[src/rtl/program_sequencer.sv]
// Program index sequencer with INC/JUMP/CALL/RET ops, a LIFO return stack and sticky overflow/underflow flags.
// Optional build macro PROGRAM_SEQUENCER_WRAP_EN makes INC at LIMIT wrap to 0 instead of saturating.
module program_sequencer #(
  parameter int               WIDTH       = 16,
  parameter logic [WIDTH-1:0] LIMIT       = 16'hBFFF,
  parameter int               STACK_DEPTH = 4,
  localparam int              DW          = $clog2(STACK_DEPTH + 1)
) (
  input  logic             clock,
  input  logic             reset,
  input  logic             enable,
  input  logic [2:0]       op,
  input  logic [WIDTH-1:0] target,
  output logic [WIDTH-1:0] index,
  output logic [DW-1:0]    depth,
  output logic             atLimit,
  output logic             overflow,
  output logic             underflow
);

  localparam int AW = (STACK_DEPTH > 1) ? $clog2(STACK_DEPTH) : 1;

  typedef enum logic [2:0] {
    OP_INC  = 3'b000,
    OP_JUMP = 3'b001,
    OP_CALL = 3'b010,
    OP_RET  = 3'b011
  } op_e;

  logic [WIDTH-1:0] index_q, index_d;
  logic [DW-1:0]    depth_q, depth_d;
  logic             ovf_q, ovf_d;
  logic             unf_q, unf_d;
  logic [WIDTH-1:0] inc_val, jump_val;
  logic             push;
  logic             stack_full, stack_empty;
  logic [AW-1:0]    push_ptr, top_ptr;
  logic [WIDTH-1:0] stack_mem [STACK_DEPTH];

  assign stack_full  = (depth_q == DW'(STACK_DEPTH));
  assign stack_empty = (depth_q == '0);
  // depth never exceeds STACK_DEPTH <= 2**AW, so AW-bit arithmetic on the pointer is exact.
  assign push_ptr    = depth_q[AW-1:0];
  assign top_ptr     = push_ptr - 1'b1;

  // Successor of the current index; also the return address pushed by CALL.
  always_comb begin
    inc_val = index_q + 1'b1;
    if (index_q >= LIMIT) begin
`ifdef PROGRAM_SEQUENCER_WRAP_EN
      inc_val = '0;
`else
      inc_val = LIMIT;
`endif
    end
  end

  assign jump_val = (target > LIMIT) ? LIMIT : target;

  always_comb begin
    index_d = index_q;
    depth_d = depth_q;
    ovf_d   = ovf_q;
    unf_d   = unf_q;
    push    = 1'b0;
    if (enable) begin
      case (op)
        OP_INC:  index_d = inc_val;
        OP_JUMP: index_d = jump_val;
        OP_CALL: begin
          if (stack_full) begin
            ovf_d = 1'b1;
          end else begin
            push    = 1'b1;
            index_d = jump_val;
            depth_d = depth_q + 1'b1;
          end
        end
        OP_RET: begin
          if (stack_empty) begin
            unf_d = 1'b1;
          end else begin
            index_d = stack_mem[top_ptr];
            depth_d = depth_q - 1'b1;
          end
        end
        default: ;
      endcase
    end
  end

  always_ff @(posedge clock) begin
    if (reset) begin
      index_q <= '0;
      depth_q <= '0;
      ovf_q   <= 1'b0;
      unf_q   <= 1'b0;
    end else begin
      index_q <= index_d;
      depth_q <= depth_d;
      ovf_q   <= ovf_d;
      unf_q   <= unf_d;
    end
  end

  // Storage is not reset: clearing depth makes old entries unreachable.
  always_ff @(posedge clock) begin
    if (push) stack_mem[push_ptr] <= inc_val;
  end

  assign index     = index_q;
  assign depth     = depth_q;
  assign atLimit   = (index_q == LIMIT);
  assign overflow  = ovf_q;
  assign underflow = unf_q;

endmodule
[config.mk]
export PLATFORM = sky130hd
export DESIGN_NAME = program_sequencer
export DESIGN_NICKNAME = d
export VERILOG_FILES = /design/src/rtl/program_sequencer.sv
export SDC_FILE = /design/constraint.sdc
export NUM_CORES = 1
export LEC_CHECK = 0
export BUFFER_PORTS_ARGS = -buffer_cell sky130_fd_sc_hd__buf_2
export CAP_MARGIN = 30
export CORE_ASPECT_RATIO = 1.2
export CORE_MARGIN = 4
export CORE_UTILIZATION = 35
export CTS_BUF_LIST = sky130_fd_sc_hd__clkbuf_16
export CTS_CLUSTER_DIAMETER = 60
export DETAILED_ROUTE_END_ITERATION = 16
export GPL_TIMING_DRIVEN = 0
export PLACE_DENSITY = 0.61
export SLEW_MARGIN = 20
export SYNTH_ARGS = -nofsm -noshare
export SYNTH_HDL_FRONTEND = slang
export SYNTH_SLANG_ARGS = --single-unit
[constraint.sdc]
create_clock -name clock -period 2.45 [get_ports clock]
set_clock_uncertainty 0.2 [all_clocks]
set_input_delay 0.1225 -clock clock [delete_from_list [all_inputs] [get_ports clock]]
set_output_delay 0.1225 -clock clock [all_outputs]
set_load 0.05 [all_outputs]
==> flow_metrics.py, run 1 <==
metrics = {
    "status": {
        "status": "complete, no violations",
    },
    "die": {
        "die_h_um": 125,
        "core_area_um2": 11100,
        "fp.dieW_um": 106,
        "die_area_um2": 13200,
        "io_pins": 44,
        "start_util": 0.361,
        "rows": 42,
    },
    "worst_setup_path": {
        "critical_path_class": "flop to output port",
        "rr_worst_depth": 9,
        "reg2reg_to": "index[10]",
        "crit_required_ns": 2.13,
        "arrival_ns": 2.00,
        "cp-endpoint": "atLimit",
        "worstSetupEndpointType": "output port",
        "cp_max_fo": 7,
        "r2r_setup_slack_ns": 0.13,
        "reg2reg_from": "depth[0]",
        "start_kind": "flop",
        "startpoint": "index[0]",
    },
    "route": {
        "ant_nets": 0,
        "first_iter_violations": 202,
        "drc": 0,
        "firstDrtPassIters": 5,
        "drt_wl_total_um": 10200,
        "vias_per_cell": 5.23,
        "wl_per_cell_um": 19.1,
        "via_count": 2783,
    },
    "sta": {
        "setup_violations": 0,
        "period_needed_ns": 2.33,
        "final_hold_viol_count": 0,
        "max-slew-margin-rel": 0.495,
        "tightest_slew_ns": 0.757,
        "rsz0062_at_grt": "false",
        "max_freq_mhz": 430,
        "fin_crit_sh": 0.949,
        "finalSetupTns_ns": 0,
        "slew_violations": 0,
    },
    "layout": {
        "drive_gt1_frac": 0.299,
        "layout_common_cells": "edfxtp_1 (64), buf_2 (45), nor2_1 (38)",
        "fillers": 1039,
        "mostFrequentLayoutCell": "edfxtp_1",
        "instances_no_fill": 532,
        "areaGrowthSynthToFinish_pct": 23.5,
        "diodes": 0,
        "fin_util": 0.445,
        "final_area_um2": 4940,
        "multi_input_area_um2": 1570,
        "register_area_um2": 2350,
        "nets": 401,
    },
    "synth": {
        "synth_enable_flop_cells": 64,
        "ys_types": 53,
        "syn_area_per_cell_um2": 12.9,
        "yosysSeqAreaShare": 0.586,
        "synth_seq_cells": 85,
        "netlist_instances": 309,
        "synth_fp_nets": 337,
        "yosys_warnings": 0,
        "syn_area_um2": 4000,
        "async_flop_share": 0,
        "ys.flop_type": "edfxtp_1",
    },
    "clocking": {
        "htree_num_levels": 3,
        "clockRootBuffer": "clkbuf_16",
        "cts_tree": "done",
        "cts_buffers": 9,
        "clk_path_buf_depth": 2,
        "clock_latency_ns": 0.34,
        "clk_pin_slew_worst_paths_ns": 0.06,
        "cts.sinks": 85,
    },
    "grt": {
        "globalRoute.totalOverflow": 0,
        "grt_pass1_wl_um": 16000,
        "grt_max_degree": 17,
        "grt_util_all_layers": 0.161,
        "antenna_found_initial": 0,
        "grt_pass1_vias": 2869,
    },
    "power_and_ir_drop": {
        "p_total_mw": 3.31,
        "irDropWorstVdd_mv": 0.321,
        "p_per_area_nw_per_um2": 671,
        "p_leak_nw": 1.75,
    },
    "place": {
        "placed_cell_area_um2": 4430,
        "place_congestion": 0.799,
        "dp.cells": 505,
        "io_buffers": 42,
        "dp_hpwl_um": 6810,
    },
    "hold_path": {
        "min_path_type": "input port to flop",
    },
    "run": {
        "maxCapViolCount": 0,
    },
}
==> repair_timing <==
| action | CTS | global route |
|---|---|---|
| pin swaps | 2 | 1 |
| hold endpoints to repair | 5 | 0 |
| gates resized for setup | 18 | 6 |
| setup buffers | 6 | 0 |
| endpoints found under the setup margin | 81 | 33 |
| hold buffers | 5 | 0 |
==> where the power goes <==
part / internal, mW / switching (mW)
clock: 0.774 / 0.522
combinational: 0.136 / 0.257
sequential: 1.59 / 0.0381
total: 2.50 / 0.817
==> sequential cells by signal, indices dropped and copies added, names as in the netlist <==
| signal | count |
|---|---|
| depth | 3 |
| stack_mem | 64 |
| underflow | 1 |
| overflow | 1 |
| index | 16 |
==> logic make-up after synthesis <==
kind of cell / Yosys count / synth area share
flops: 85 / 0.586
compound gates: 82 / 0.145
simple gates: 81 / 0.104
buf+inv: 29 / 0.0328
mux: 16 / 0.0901
xor+xnor: 10 / 0.0219
fa+ha+maj: 6 / 0.0206
==> area by class of cell <==
type	instances	area share
clock inverter	7	0.0119
buffer	20	0.0317
clock buffer	9	0.0456
timing repair buffer	53	0.0724
tap	154	0.0390
multi-input combinational	195	0.317
inverter	9	0.00684
sequential	85	0.475
==> synthesized netlist by cell type (6+ instances only) <==
cell	count	area, um^2
a21oi_1	15	75.1
a221oi_1	9	78.8
buf_2	6	30.0
clkbuf_1	9	33.8
dfxtp_1	21	420
edfxtp_1	64	1920
inv_1	9	33.8
mux4_2	16	360
nand2_1	12	45.0
nor2_1	38	143
o21ai_0	22	110
o21ai_1	7	35.0
xnor2_1	6	52.6
==> critical path: stages, from the launching register on <==
cell     delay, ns
dfxtp_2       0.38
ha_2          0.22
and3_1        0.16
buf_2         0.17
and4_4        0.27
nor3b_4       0.23
buf_4         0.24
==> how the worst min path moves through the flow <==
stage,slack (ns),depth (start not counted),to,startpoint
floorplan,0.13,2,underflow,enable
global placement,0.25,3,underflow,enable
detailed placement,0.24,3,underflow,enable
CTS,0.005,5,index[10],target[10]
global route,0.06,2,depth[0],reset
finish,0.009,5,index[1],target[1]
==> layer usage <==
layer,routed length [um],vias up,GRT usage,share of wire
li1,-,1329,-,-
met1,4210,1386,0.199,0.41
met2,5370,57,0.274,0.53
met3,407,11,0.0381,0.040
met4,186,0,0.0602,0.018
met5,0,-,0,0
==> stage by stage <==
step | setup WS [ns] | hold slack [ns]
2_1_floorplan | 0.0201 | 0.131
6_report | 0.124 | 0.00936
5_1_grt | 0.0208 | 0.0628
3_3_place_gp | -0.270 | 0.252
4_1_cts | 0.0390 | 0.00507
3_5_place_dp | -0.276 | 0.243
No activity file was read; power rests on OpenSTA's default activity.
==> run 2: changes to the inputs <==
clock period = 1.94 ns   (was 2.45 ns; I/O delays follow)
==> run 2 against run 1 <==
The run now ends with negative setup slack left. Critical path depth down 1. Sequential power up 26%. Wire length grew 9.0%. Highest routed layer unchanged. First-iteration DRC count is 9.4% lower.
==> flow_metrics.py, run 2 (same netlist as run 1, synthesis figures left out) <==
metrics = {
    "status": {
        "status": "finished with violations",
        "violations": "negative setup slack",
    },
    "worst_setup_path": {
        "path_cells": "ha_4, and3_4, and4_4, nor3b_4, buf_6",
        "rr_worst_depth": 7,
        "crit_required_ns": 1.64,
        "cpPeakStageDelay_ns": 0.36,
        "cp-endpoint": "atLimit",
        "reg2reg_to": "index[11]",
        "start_kind": "flop",
        "startpoint": "index[0]",
        "arrival_ns": 1.71,
        "reg2reg_from": "index[9]",
        "r2r_setup_slack_ns": -0.04,
        "cp_slowest_cell": "dfxtp_4",
        "critical_path_class": "flop to output port",
        "worstSetupEndpointType": "output port",
        "cp_max_fo": 4,
    },
    "place": {
        "place_congestion": 0.816,
        "io_buffers": 42,
        "dp_hpwl_um": 6960,
    },
    "layout": {
        "regMostFlops": "stack_mem",
        "largest_reg_flops": 64,
        "layout_common_cells": "edfxtp_1 (64), buf_2 (42), nor2_1 (38)",
        "diodes": 0,
        "areaGrowthSynthToFinish_pct": 37.4,
        "mostFrequentLayoutCell": "edfxtp_1",
        "nets": 430,
        "drive_gt1_frac": 0.455,
    },
    "die": {
        "fp.dieW_um": 106,
        "rows": 42,
        "core_area_um2": 11100,
        "start_util": 0.361,
        "io_pins": 44,
        "die_area_um2": 13200,
        "die_h_um": 125,
    },
    "hold_path": {
        "whs_path_depth": 5,
        "min_path_type": "input port to flop",
    },
    "sta": {
        "holdWs_ns": 0.00477,
        "fin_crit_sh": 1.04,
        "max-slew-margin-rel": 0.398,
        "setup_violations": 5,
        "slew_violations": 0,
        "finalSetupTns_ns": -0.120,
        "fin_ws_ns": -0.0716,
        "tightest_slew_ns": 0.903,
        "final_hold_viol_count": 0,
        "max_freq_mhz": 497,
        "rsz0062_at_grt": "true",
        "period_needed_ns": 2.01,
    },
    "power_and_ir_drop": {
        "p_per_area_nw_per_um2": 812,
        "p_leak_nw": 2.01,
        "irDropWorstVdd_mv": 0.539,
    },
    "clocking": {
        "clockRootBuffer": "clkbuf_16",
        "clock_latency_ns": 0.33,
        "clk_path_buf_depth": 2,
        "clk_pin_slew_worst_paths_ns": 0.06,
        "cts_buffers": 9,
        "cts.sinks": 85,
        "htree_num_levels": 3,
        "cts_tree": "done",
    },
    "route": {
        "drt_wl_total_um": 11100,
        "first_iter_violations": 183,
        "ant_nets": 0,
        "drc": 0,
        "firstDrtPassIters": 5,
        "wl_per_cell_um": 19.8,
        "vias_per_cell": 5.45,
        "via_count": 3058,
    },
    "grt": {
        "grt_pass1_wl_um": 17100,
        "grt_util_all_layers": 0.169,
        "grt_max_degree": 17,
        "grt_pass1_vias": 3177,
        "globalRoute.totalOverflow": 0,
        "antenna_found_initial": 0,
    },
    "run": {
        "maxCapViolCount": 0,
    },
}
-- run 2: changes by cell type in the layout (fill, tap and decap cells not counted), sizes merged --
cell	change
bufinv	+1
clkinvlp	-1
clkbuf	-2
dlygate4sd3	+3
inv	-2
clkinv	+2
buf	+28
-- run 2: critical path: cells and delay by family, from the launching register on --
kind                       cells  cell delay (ns)
DFF                            1             0.36
and+or+nand+nor                3             0.70
adders and majority gates      1             0.14
buffers and inverters          1             0.19
-- run 2: layout make-up --
| type | count | area [um^2] |
|---|---|---|
| clock inverters | 7 | 80.1 |
| repair buffers | 87 | 657 |
| flip-flops and latches | 85 | 2390 |
| multi-input cells | 195 | 1800 |
| clock buffers | 9 | 225 |
| inverters | 9 | 38.8 |
| well taps | 154 | 193 |
| fillers | 913 | 5590 |
| plain buffers | 15 | 116 |
-- run 2: how the worst min path moves through the flow --
stage,start,endpoint
2_1_floorplan,enable,underflow
3_3_place_gp,enable,underflow
3_5_place_dp,enable,underflow
4_1_cts,target[1],index[1]
5_1_grt,target[6],index[6]
6_report,target[1],index[1]
-- run 2: what timing repair did --
action,4_1_cts,5_1_grt
buffers inserted,28,7
gates cloned,1,1
hold buffers,8,0
setup endpoints to repair,135,123
pin swaps,17,16
endpoints found under the hold margin,10,0
resized for setup,54,38
-- run 2: metal layers --
layer	share of wire	up-vias	routed length [um]	track usage
li1	-	1389	-	-
met1	0.40	1513	4390	0.204
met2	0.52	124	5760	0.299
met3	0.051	32	569	0.0273
met4	0.033	0	364	0.0678
met5	0	-	0	0
-- run 2: metrics by stage --
stage | power, mW | instance area, um^2 | instances | util | setup slack [ns]
detailed placement | 2.58 | 4520 | 505 | 0.408 | -0.542
floorplan | 2.43 | 4120 | 309 | - | -0.316
finish | 4.46 | 5500 | 561 | 0.496 | -0.0716
global placement | 2.57 | 4520 | 505 | 0.408 | -0.489
CTS | 4.46 | 5390 | 557 | 0.486 | -0.147
global route | 4.62 | 5500 | 561 | 0.496 | -0.108
-- run 2: where the power goes --
group	total (mW)	switching [mW]	internal (mW)
combinational	0.634	0.377	0.257
sequential	2.06	0.0549	2.00
clock	1.77	0.661	1.11
total	4.46	1.09	3.37
==> run 3: changes to the inputs <==
CELL_PAD_IN_SITES_DETAIL_PLACEMENT = 1   (was not set)
CELL_PAD_IN_SITES_GLOBAL_PLACEMENT = 1   (was not set)
PLACE_DENSITY = 0.71   (was 0.61)
==> run 3 against run 2 <==
Sequential share of layout area is 0.31 points higher. Cell count is 0.71% lower. Power is 1.6% higher. Global-route usage is 2.1 points higher. The flow still finishes with violations (negative setup slack). Critical path depth stayed put. Fmax is 2.3% lower. Non-clock buffer count is 4 lower. Register-to-register slack worse by 0.05 ns. Largest cell class unchanged. Design area is 1.1% lower. Utilization is 0.55 points lower. Wire length is 9.5% higher. Largest power group unchanged. Flip-flop and latch count stayed put.
==> flow_metrics.py, run 3 (same netlist as run 1, synthesis figures left out) <==
metrics = {
    "status": {
        "status": "finished with violations",
        "violations": "negative setup slack",
    },
    "sta": {
        "period_needed_ns": 2.06,
        "max_freq_mhz": 486,
        "rsz0062_at_grt": "true",
        "fin_crit_sh": 1.06,
        "max-slew-margin-rel": 0.397,
        "finalSetupTns_ns": -0.500,
        "tightest_slew_ns": 0.904,
        "holdWs_ns": 0.0294,
        "final_hold_viol_count": 0,
        "setup_violations": 14,
        "slew_violations": 0,
        "fin_ws_ns": -0.118,
    },
    "clocking": {
        "cts_tree": "done",
        "cts.sinks": 85,
        "clk_path_buf_depth": 2,
        "clock_latency_ns": 0.34,
        "htree_num_levels": 3,
        "clockRootBuffer": "clkbuf_16",
        "cts_buffers": 9,
        "clk_pin_slew_worst_paths_ns": 0.07,
    },
    "route": {
        "ant_nets": 0,
        "first_iter_violations": 214,
        "drt_wl_total_um": 12100,
        "wl_per_cell_um": 21.8,
        "drc": 0,
        "firstDrtPassIters": 4,
        "vias_per_cell": 5.40,
        "via_count": 3009,
    },
    "die": {
        "io_pins": 44,
        "rows": 42,
        "fp.dieW_um": 106,
        "die_h_um": 125,
        "start_util": 0.361,
        "core_area_um2": 11100,
        "die_area_um2": 13200,
    },
    "worst_setup_path": {
        "critical_path_buf_inv_count": 1,
        "arrival_ns": 1.76,
        "start_kind": "flop",
        "worstSetupEndpointType": "output port",
        "critical_path_class": "flop to output port",
        "crit_family": "simple AND/OR/NAND/NOR gates",
        "cpPeakStageDelay_ns": 0.38,
        "path_cells": "ha_4, and3_4, and4_4, nor3b_4, buf_6",
        "cp_slowest_cell": "dfxtp_4",
        "cp_max_fo": 5,
        "crit_required_ns": 1.64,
    },
    "place": {
        "dp_hpwl_um": 7550,
        "dp.cells": 505,
        "io_buffers": 42,
        "place_congestion": 0.810,
    },
    "grt": {
        "grt_max_degree": 17,
        "grt_pass1_wl_um": 18900,
        "met1_usage": 0.235,
        "antenna_found_initial": 0,
        "grt_pass1_vias": 3218,
        "gr-max-usage-layer": "met2",
        "gr-usage-met3": 0.0237,
        "use_met2": 0.330,
        "globalRoute.totalOverflow": 0,
        "grt_util_all_layers": 0.190,
    },
    "layout": {
        "register_area_um2": 2380,
        "multi_input_area_um2": 1740,
        "drive_gt1_frac": 0.444,
        "fillers": 1131,
        "areaGrowthSynthToFinish_pct": 35.9,
        "instances_no_fill": 557,
        "mostFrequentLayoutCell": "edfxtp_1",
        "largest_reg_flops": 64,
        "diodes": 0,
        "regMostFlops": "stack_mem",
        "nets": 426,
        "layout_common_cells": "edfxtp_1 (64), buf_2 (42), nor2_1 (37)",
    },
    "power_and_ir_drop": {
        "clockPowerShare": 0.407,
        "swShare": 0.255,
        "p_leak_nw": 1.98,
        "p_per_area_nw_per_um2": 834,
        "irDropWorstVdd_mv": 0.370,
        "combPwrFrac": 0.139,
        "p_total_mw": 4.53,
        "internal_power_mw": 3.38,
        "p_switching_mw": 1.15,
        "pwr-share-seq": 0.454,
    },
    "run": {
        "maxCapViolCount": 0,
    },
    "hold_path": {
        "min_path_type": "input port to flop",
    },
}
==> run 3: worst paths after layout <==
kind | end | depth (start not counted) | start | slack, ns
max | atLimit | 5 | index[1] | -0.12
min | index[6] | 5 | target[6] | 0.03
max reg2reg | index[11] | 8 | depth[0] | -0.09
min reg2reg | overflow | 2 | overflow | 0.29
==> run 3: final cells by class <==
type / instances / share of cell area
Buffer: 17 / 0.0258
Clock buffer: 9 / 0.0414
Clock inverter: 7 / 0.0170
Inverter: 9 / 0.00714
Multi-Input combinational cell: 195 / 0.321
Sequential cell: 85 / 0.438
Tap cell: 154 / 0.0355
Timing Repair Buffer: 81 / 0.115
==> run 3: repair_timing <==
action,CTS,global route
gates resized for setup,50,29
endpoints found under the setup margin,139,141
pin swaps,16,22
buffers inserted,23,7
endpoints found under the hold margin,10,0
hold buffers,8,0
cloned,2,0
==> run 3: through the flow <==
stage                     area [um^2]   util  setup WS, ns
final                            5440  0.490        -0.118
after detailed placement         4520  0.408        -0.545
after CTS                        5330  0.481        -0.157
after floorplan                  4120      -        -0.316
after global placement           4520  0.408        -0.524
after global routing             5440  0.490        -0.187
==> run 3: worst reg2reg max path: stages, from the launching register on <==
cell,delay (ns)
dfxtp_4,0.37
buf_12,0.11
inv_6,0.03
ha_4,0.31
buf_6,0.12
buf_12,0.12
mux4_2,0.30
a221oi_2,0.27
nor3_2,0.07
==> run 3: power groups by stage <==
stage                     clock network (mW)  logic, mW  registers (mW)
after floorplan                            0      0.254            2.17
after global placement                     0      0.479            2.09
after detailed placement                   0      0.490            2.10
after CTS                               1.86      0.605            2.06
after global routing                    1.94      0.674            2.07
final                                   1.84      0.630            2.06
==> run 3: layer usage <==
metal / up-vias / routed length, um
li1: 1379 / -
met2: 73 / 6410
met3: 19 / 464
met1: 1538 / 4960
met5: - / 0
met4: 0 / 303
